### src/rtl/ct_ifu_icache_tag_ctrl_if.sv
// ct_ifu_icache_tag_ctrl_if: request/response and tag-array port bundle of the icache tag controller
interface ct_ifu_icache_tag_ctrl_if #(
  parameter int INDEX_W = 8,
  parameter int TAG_W = 28
);
  logic inv_all_req;
  logic inv_all_done;
  logic busy;
  logic refill_req;
  logic refill_ack;
  logic [INDEX_W-1:0] refill_index;
  logic refill_way;
  logic [TAG_W-1:0] refill_tag;
  logic lookup_req;
  logic lookup_gnt;
  logic [INDEX_W-1:0] lookup_index;
  logic [TAG_W-1:0] lookup_tag;
  logic lookup_vld;
  logic [1:0] lookup_hit;
  logic lookup_lru;
  logic [15:0] ifu_icache_index;
  logic ifu_icache_tag_cen_b;
  logic ifu_icache_tag_clk_en;
  logic [2*TAG_W+2:0] ifu_icache_tag_din;
  logic [2:0] ifu_icache_tag_wen;
  logic [2*TAG_W+2:0] icache_ifu_tag_dout;
  modport master (
    output inv_all_req, refill_req, refill_index, refill_way, refill_tag,
           lookup_req, lookup_index, lookup_tag, icache_ifu_tag_dout,
    input  inv_all_done, busy, refill_ack, lookup_gnt, lookup_vld, lookup_hit, lookup_lru,
           ifu_icache_index, ifu_icache_tag_cen_b, ifu_icache_tag_clk_en,
           ifu_icache_tag_din, ifu_icache_tag_wen
  );
  modport slave (
    input  inv_all_req, refill_req, refill_index, refill_way, refill_tag,
           lookup_req, lookup_index, lookup_tag, icache_ifu_tag_dout,
    output inv_all_done, busy, refill_ack, lookup_gnt, lookup_vld, lookup_hit, lookup_lru,
           ifu_icache_index, ifu_icache_tag_cen_b, ifu_icache_tag_clk_en,
           ifu_icache_tag_din, ifu_icache_tag_wen
  );
endinterface

### src/rtl/ct_ifu_icache_tag_ctrl.sv
// ct_ifu_icache_tag_ctrl: arbitrates invalidate sweep, refill write and lookup on the 2-way icache tag array
module ct_ifu_icache_tag_ctrl #(
  parameter int INDEX_W = 8,
  parameter int TAG_W = 28
) (
  input logic forever_cpuclk,
  input logic cpurst,
  ct_ifu_icache_tag_ctrl_if.slave bus
);
  localparam int WW = TAG_W + 1;
  localparam int DW = 2 * WW + 1;
  typedef enum logic [1:0] {IDLE, INV, RD, LRU_WR} state_t;
  state_t state, state_nxt;
  logic [INDEX_W-1:0] cnt, idx_q;
  logic [TAG_W-1:0] tag_q;
  logic hitway_q;
  logic [1:0] hit;
  logic hitway;
  logic last;
  logic [WW-1:0] refill_data;
  logic [DW-1:0] rd;
  function automatic logic [15:0] arr_index(input logic [INDEX_W-1:0] s);
    return 16'(s) << 5;
  endfunction
  assign rd = bus.icache_ifu_tag_dout;
  assign hit = {rd[2*WW-1] & (rd[WW +: TAG_W] == tag_q), rd[WW-1] & (rd[TAG_W-1:0] == tag_q)};
  assign hitway = ~hit[0];
  assign last = &cnt;
  assign refill_data = {1'b1, bus.refill_tag};
  assign bus.ifu_icache_tag_clk_en = ~bus.ifu_icache_tag_cen_b;
  // Next state and array-port drive; everything stays idle while reset is asserted
  always_comb begin
    state_nxt = state;
    bus.inv_all_done = 1'b0;
    bus.busy = 1'b0;
    bus.refill_ack = 1'b0;
    bus.lookup_gnt = 1'b0;
    bus.lookup_vld = 1'b0;
    bus.lookup_hit = 2'b00;
    bus.lookup_lru = 1'b0;
    bus.ifu_icache_index = 16'h0;
    bus.ifu_icache_tag_cen_b = 1'b1;
    bus.ifu_icache_tag_din = '0;
    bus.ifu_icache_tag_wen = 3'b111;
    if (!cpurst) begin
      case (state)
        IDLE: begin
          if (bus.inv_all_req) begin
            state_nxt = INV;
          end else if (bus.refill_req) begin
            bus.refill_ack = 1'b1;
            bus.ifu_icache_tag_cen_b = 1'b0;
            bus.ifu_icache_tag_wen = {1'b0, ~bus.refill_way, bus.refill_way};
            bus.ifu_icache_index = arr_index(bus.refill_index);
            bus.ifu_icache_tag_din = {~bus.refill_way, bus.refill_way ? refill_data : WW'(0),
                                      bus.refill_way ? WW'(0) : refill_data};
          end else if (bus.lookup_req) begin
            bus.lookup_gnt = 1'b1;
            bus.ifu_icache_tag_cen_b = 1'b0;
            bus.ifu_icache_index = arr_index(bus.lookup_index);
            state_nxt = RD;
          end
        end
        INV: begin
          bus.busy = 1'b1;
          bus.ifu_icache_tag_cen_b = 1'b0;
          bus.ifu_icache_tag_wen = 3'b000;
          bus.ifu_icache_index = arr_index(cnt);
          bus.inv_all_done = last;
          state_nxt = last ? IDLE : INV;
        end
        RD: begin
          bus.lookup_vld = 1'b1;
          bus.lookup_hit = hit;
          bus.lookup_lru = rd[DW-1];
          state_nxt = (|hit && rd[DW-1] != ~hitway) ? LRU_WR : IDLE;
        end
        LRU_WR: begin
          bus.ifu_icache_tag_cen_b = 1'b0;
          bus.ifu_icache_tag_wen = 3'b011;
          bus.ifu_icache_index = arr_index(idx_q);
          bus.ifu_icache_tag_din = {~hitway_q, {(DW-1){1'b0}}};
          state_nxt = IDLE;
        end
        default: state_nxt = IDLE;
      endcase
    end
  end
  // State register and sweep counter; the counter parks at 0 outside the sweep
  always_ff @(posedge forever_cpuclk) begin
    if (cpurst) begin
      state <= IDLE;
      cnt <= '0;
    end else begin
      state <= state_nxt;
      cnt <= (state == INV && !last) ? cnt + 1'b1 : '0;
    end
  end
  // Lookup context; only consumed after a grant, so it needs no reset
  always_ff @(posedge forever_cpuclk) begin
    if (bus.lookup_gnt) begin
      idx_q <= bus.lookup_index;
      tag_q <= bus.lookup_tag;
    end
    if (state == RD) hitway_q <= hitway;
  end
endmodule

### src/flat_wrapper.sv
// flat-port wrapper written by rule: the top's interface ports become plain ports
module ct_ifu_icache_tag_ctrl_flat 
#(
  parameter int INDEX_W = 8,
  parameter int TAG_W = 28
)
  (forever_cpuclk, cpurst, bus_inv_all_req, bus_refill_req, bus_refill_index, bus_refill_way, bus_refill_tag, bus_lookup_req, bus_lookup_index, bus_lookup_tag, bus_icache_ifu_tag_dout, bus_inv_all_done, bus_busy, bus_refill_ack, bus_lookup_gnt, bus_lookup_vld, bus_lookup_hit, bus_lookup_lru, bus_ifu_icache_index, bus_ifu_icache_tag_cen_b, bus_ifu_icache_tag_clk_en, bus_ifu_icache_tag_din, bus_ifu_icache_tag_wen);
  ct_ifu_icache_tag_ctrl_if #(.INDEX_W(INDEX_W), .TAG_W(TAG_W)) bus_i ();
  input logic forever_cpuclk;
  input logic cpurst;
  input wire logic [$bits(bus_i.inv_all_req)-1:0] bus_inv_all_req;
  input wire logic [$bits(bus_i.refill_req)-1:0] bus_refill_req;
  input wire logic [$bits(bus_i.refill_index)-1:0] bus_refill_index;
  input wire logic [$bits(bus_i.refill_way)-1:0] bus_refill_way;
  input wire logic [$bits(bus_i.refill_tag)-1:0] bus_refill_tag;
  input wire logic [$bits(bus_i.lookup_req)-1:0] bus_lookup_req;
  input wire logic [$bits(bus_i.lookup_index)-1:0] bus_lookup_index;
  input wire logic [$bits(bus_i.lookup_tag)-1:0] bus_lookup_tag;
  input wire logic [$bits(bus_i.icache_ifu_tag_dout)-1:0] bus_icache_ifu_tag_dout;
  output wire logic [$bits(bus_i.inv_all_done)-1:0] bus_inv_all_done;
  output wire logic [$bits(bus_i.busy)-1:0] bus_busy;
  output wire logic [$bits(bus_i.refill_ack)-1:0] bus_refill_ack;
  output wire logic [$bits(bus_i.lookup_gnt)-1:0] bus_lookup_gnt;
  output wire logic [$bits(bus_i.lookup_vld)-1:0] bus_lookup_vld;
  output wire logic [$bits(bus_i.lookup_hit)-1:0] bus_lookup_hit;
  output wire logic [$bits(bus_i.lookup_lru)-1:0] bus_lookup_lru;
  output wire logic [$bits(bus_i.ifu_icache_index)-1:0] bus_ifu_icache_index;
  output wire logic [$bits(bus_i.ifu_icache_tag_cen_b)-1:0] bus_ifu_icache_tag_cen_b;
  output wire logic [$bits(bus_i.ifu_icache_tag_clk_en)-1:0] bus_ifu_icache_tag_clk_en;
  output wire logic [$bits(bus_i.ifu_icache_tag_din)-1:0] bus_ifu_icache_tag_din;
  output wire logic [$bits(bus_i.ifu_icache_tag_wen)-1:0] bus_ifu_icache_tag_wen;
  assign bus_i.inv_all_req = bus_inv_all_req;
  assign bus_i.refill_req = bus_refill_req;
  assign bus_i.refill_index = bus_refill_index;
  assign bus_i.refill_way = bus_refill_way;
  assign bus_i.refill_tag = bus_refill_tag;
  assign bus_i.lookup_req = bus_lookup_req;
  assign bus_i.lookup_index = bus_lookup_index;
  assign bus_i.lookup_tag = bus_lookup_tag;
  assign bus_i.icache_ifu_tag_dout = bus_icache_ifu_tag_dout;
  assign bus_inv_all_done = bus_i.inv_all_done;
  assign bus_busy = bus_i.busy;
  assign bus_refill_ack = bus_i.refill_ack;
  assign bus_lookup_gnt = bus_i.lookup_gnt;
  assign bus_lookup_vld = bus_i.lookup_vld;
  assign bus_lookup_hit = bus_i.lookup_hit;
  assign bus_lookup_lru = bus_i.lookup_lru;
  assign bus_ifu_icache_index = bus_i.ifu_icache_index;
  assign bus_ifu_icache_tag_cen_b = bus_i.ifu_icache_tag_cen_b;
  assign bus_ifu_icache_tag_clk_en = bus_i.ifu_icache_tag_clk_en;
  assign bus_ifu_icache_tag_din = bus_i.ifu_icache_tag_din;
  assign bus_ifu_icache_tag_wen = bus_i.ifu_icache_tag_wen;
  ct_ifu_icache_tag_ctrl #(.INDEX_W(INDEX_W), .TAG_W(TAG_W)) u_core (.forever_cpuclk(forever_cpuclk), .cpurst(cpurst), .bus(bus_i));
endmodule
### config.mk
export PLATFORM = sky130hd
export DESIGN_NAME = ct_ifu_icache_tag_ctrl_flat
export DESIGN_NICKNAME = d
export VERILOG_FILES = /design/src/rtl/ct_ifu_icache_tag_ctrl_if.sv /design/src/rtl/ct_ifu_icache_tag_ctrl.sv /design/src/flat_wrapper.sv
export SDC_FILE = /design/constraint.sdc
export NUM_CORES = 1
export LEC_CHECK = 0
export ABC_AREA = 1
export CAP_MARGIN = 30
export CORE_MARGIN = 3
export CORE_UTILIZATION = 37
export DETAILED_ROUTE_END_ITERATION = 12
export PLACE_DENSITY_LB_ADDON = 0.25
export SYNTH_ARGS = -nofsm -noshare
export SYNTH_HDL_FRONTEND = slang
export SYNTH_SLANG_ARGS = --single-unit
export TNS_END_PERCENT = 30
### constraint.sdc
create_clock -name forever_cpuclk -period 3.25 [get_ports forever_cpuclk]
set_input_delay 0.4875 -clock forever_cpuclk [delete_from_list [all_inputs] [get_ports forever_cpuclk]]
set_output_delay 0.4875 -clock forever_cpuclk [all_outputs]
set_load 0.02 [all_outputs]
Yosys cells after proc, flatten, opt, wreduce, memory -nomap -nowiden. Cells that the tools add are included.

$add $sub $neg: 1. Eq/ne operators: 8. Multiplexer cells: 45. Bitwise operators: 7. Reductions and logical operators: 9.

Operator list (count): 59-bit two-way mux (3); 59-bit case mux with 2 select lines (1); 29-bit two-way mux (2); 28-bit == test (2); 16-bit two-way mux (3); 16-bit case mux with 3 select lines (1); 1-bit two-way mux (22); 13-bit two-way mux (1); 2-bit two-way mux (6); 3-bit two-way mux (3); 3-bit case mux with 3 select lines (1); 8-bit by 1-bit adder with 8-bit output, second input constant (1); 2-bit case mux with 4 select lines (1); 8-bit AND reduction (1); 3-bit inequality test, second input constant (2); 2-bit OR reduction (3); 1-bit NOT (5); 2-bit == test, second input constant (2); 1-bit bitwise AND (2); 2-bit by 1-bit == test with 1-bit output, second input constant (1); 1-bit logical AND (2); 2-bit logical NOT (1); 1-bit case mux with 2 select lines (1); 2-bit AND reduction (1); other kinds (2) (2).

Flip-flop bits (word level): 47. Output and inout bits: 88. Word-level logic and storage cells: 75.

Depth between registers and ports, before layout.
Depth after elaboration: 6. Depth in mapped cells: 13. Depth with buffers taken out: 13.

Worst setup path before layout. No wires, ideal clock.

Path type: register to output. From: register u_core.state[0]. To: output bus_lookup_gnt. Arrival: 2708 ps. Path slack: 55 ps. Cell stages (with the launch flop): 7. Buffers on the path: 0. Cell sequence: dfxtp_1 -> inv_1 -> ha_1 -> inv_2 -> nor2_1 -> nand2_1 -> nor2_1.

Cells in the longest elaborated chain, start to end: 3.

RTL lines: start: declaration (RTL line ct_ifu_icache_tag_ctrl.sv:13) `state_t state, state_nxt;`; start signal: assignment (RTL line ct_ifu_icache_tag_ctrl.sv:95) `state <= state_nxt;`; 2-bit logical NOT (RTL line ct_ifu_icache_tag_ctrl.sv:46) `case (state)`; 1-bit two-way mux (RTL line ct_ifu_icache_tag_ctrl.sv:46); 1-bit two-way mux (RTL line ct_ifu_icache_tag_ctrl.sv:45) `if (!cpurst) begin`; end: declaration (RTL line flat_wrapper.sv:23) `output wire logic [$bits(bus_i.lookup_gnt)-1:0] bus_lookup_gnt;`.

Every way passes these cells.

Worst setup path in the final report.
From: register u_core.state[1]. To: output bus_ifu_icache_index[11].

Cells in the longest elaborated chain, start to end: 3.

RTL lines: 2-bit == test, or another cell as far along (RTL line ct_ifu_icache_tag_ctrl.sv:46); 16-bit case mux with 3 select lines * (RTL line ct_ifu_icache_tag_ctrl.sv:46); 16-bit two-way mux * (RTL line ct_ifu_icache_tag_ctrl.sv:45); end: declaration (RTL line flat_wrapper.sv:27) `output wire logic [$bits(bus_i.ifu_icache_index)-1:0] bus_ifu_icache_index;`.

Mark *: on every way between the ends. The rest lies on a longest branch, timed or not.

==> run metrics <==
Mapped Cells 570; fin nets 931; clk slew on worst S/H paths 0.09 ns; TritonCTS buffer count 5; final WL 11.48 mm; count of state elements after synthesis between 40 and 50; Reg-to-Reg Start u_core.state[0]; core area 0.009284 mm²; Total Routing Usage GR a little over a fifth; dpl hpwl 9.768 mm; hold_buf cts 0; CP endpoint bus_ifu_icache_index[11]; WP data arrival 2.55 ns; FF+latch area 0.001311 mm²; area of the multi-input gates 0.001682 mm²; run status complete, no violations; die outline area 0.01080 mm²; synth warn 0; Worst Setup SP u_core.state[1]; gr ovfl total 0; Tcrit/Tclk final 93.60%; vias in the first global route 3908; most common cell after layout, fill and taps aside clkdlybuf4s50_1; Peak supply drop roughly 0.17 mV; clk_lat worst skew ~0.30 ns; DR vias approximately 4.0k; TritonCTS clock tree built; cell area after synthesis 0.003547 mm²; # setup viols final 0; Static Leak 2.762 nW; Buffers on Ports approximately 220; DIE HEIGHT 103.9 µm; RSZ-0062 raised after global routing no; fmax 328.7 MHz; CP Launch Type flop; Post-CTS Repair Setup Buffers 0; Worst Path Max Fanout 8; clk sink count 47; Setup Skew 0.004963 ns; CP cell instances inv_1 > ha_1 > inv_2 > nor2_1 > nand2_1 > inv_2 > a221oi_1 > nor2_1 > clkdlybuf4s50_1; CP max stage cell clkdlybuf4s50_1; DR pass1 iterations 4; number of diodes 0; CTS H-tree depth 2; fill count a little under 900; worst r2r path cells 7; Rows 35; Synth cell types 34; worst hold path type reg2reg; commonest cells after routing, fill and taps aside 216 x clkdlybuf4s50_1, 182 x nand2_1, 117 x nor2_1, 114 x inv_1, 37 x edfxtp_1; Max Cap Viol 0; Largest stage delay, worst path 0.54 ns; syn_area_per_cell 6.223 µm²; largest cells by area after synthesis edfxtp_1 31%, nand2_1 19%, nor2_1 12%; GPL Wtd Cong about 0.9; hold path start u_core.cnt[0]; Vias per Instance roughly 4.4; area grow syn2layout 67.27%; crit path kind reg2out; Initial Util 38.21%; pwr/cell area 250.9 mW/mm²; Worst Setup End Kind output port; Reg2Reg Setup Slack approximately 1.1 ns; Die X 103.9 µm; Synth area leader edfxtp_1; final setup TNS 0 ns; sequential area share after synthesis 36.97%; Final min period 3.042 ns; clk root buf clkbuf_8; CTS max path bufs 2; Resize count post-CTS 0; Avg WL per Cell 12.50 µm; Fin Hold WS 0.4697 ns; DR iter-0 viols roughly 220; Residual DRC 0; I/O pin total 225; pin count of the biggest net entering global routing 37; Final Hold Vio Count 0; first-pass GRT wire length 18.39 mm; share of the synthesized area in the top cell type 31.32%; layout cells sized above 1 5.323%; Detail Route Antenna Nets 0; Slew Viols, Final 0; total power 1.489 mW; initial antenna violation count 0; Worst Path Required 2.76 ns; FF-to-FF End u_core.tag_q[12]
## logic make-up after synthesis
kind of cell / after synthesis / share of synthesized area (%)
flip-flops: 47 / 36.97
buffers and inverters: 148 / 16.58
XOR/XNOR: 5 / 1.235
AO/OA/AOI/OAI: 36 / 6.526
AND/OR/NAND/NOR: 327 / 36.47
other: 1 / 0.1057
adder cells (fa/ha/maj): 6 / 2.116
## metal layers
layer | part of all wire [%] | global-route usage (%) | wire (µm)
met1 | 42 | 24.30 | 4827
met2 | 50 | 38.12 | 5748
met3 | 5.6 | 4.469 | 637
met4 | 2.3 | 6.173 | 264
met5 | 0 | 0 | 0
## worst min path at each step
stage	cells after the start	end	slack, ns
final	1	u_core.cnt[0]	0.47
after global routing	1	u_core.cnt[0]	0.50
after CTS	1	u_core.cnt[0]	0.48
after detailed placement	1	u_core.cnt[0]	0.45
after global placement	1	u_core.cnt[0]	0.43
after floorplan	1	u_core.cnt[0]	0.42
## cell type report
| cell class | instances | share of cell area [%] |
|---|---|---|
| timing repair buffer | 221 | 37.07 |
| multi-input combinational | 382 | 28.34 |
| sequential | 47 | 22.10 |
| inverter | 131 | 8.288 |
| tap | 129 | 2.720 |
| clock buffer | 5 | 1.160 |
| clock inverter | 3 | 0.3163 |
## metrics by stage
stage / worst slack, ns / cells / area, µm² / utilization [%]
after floorplan: 0.05498 / 577 / 3573 / -
after global placement: 0.3598 / 910 / 5846 / 62.97
after CTS: 0.1277 / 918 / 5933 / 63.91
after global routing: 0.03270 / 918 / 5933 / 63.91
final: 0.2081 / 918 / 5933 / 63.91
after detailed placement: 0.3111 / 910 / 5846 / 62.97
## critical path, delay by kind of cell, from the launching register on
family	cells	cell delay (ns)
fa+ha+maj	1	0.24
buf+inv	4	0.91
simple gates	3	0.34
flops	1	0.46
compound gates	1	0.31
## sequential cells by signal, summed over array words and instances, names as in the netlist
signal           flops
u_core.cnt           8
u_core.hitway_q      1
u_core.idx_q         8
u_core.state         2
u_core.tag_q        28
## power breakdown
part | total [mW] | internal, mW | switching, mW
logic | 0.456 | 0.247 | 0.209
registers | 0.670 | 0.661 | 0.00888
clock network | 0.363 | 0.152 | 0.211
total | 1.49 | 1.06 | 0.428
## cell usage after synthesis
library cell and number:
edfxtp_1 37, clkbuf_1 7, nor3_1 5, nand2_1 182, inv_1 115, buf_2 2, xor2_1 1, nand2_2 3
o31ai_1 2, ha_1 6, buf_4 8, and2_1 1, a21oi_1 4, o21ai_1 4, xnor2_1 4, nor4_1 1
nand3_1 6, nor2_4 1, o21ai_0 13, inv_2 16, dfxtp_1 10, nor3b_1 2, or2_2 1, o2111ai_1 2
conb_1 1, nor2_1 118, nor2_2 3, or2_1 2, a21oi_2 2, nand3_2 1, nand3b_1 1, a221oi_1 6
o211ai_1 2, o41ai_1 1
(Power assumes the default switching activity.)
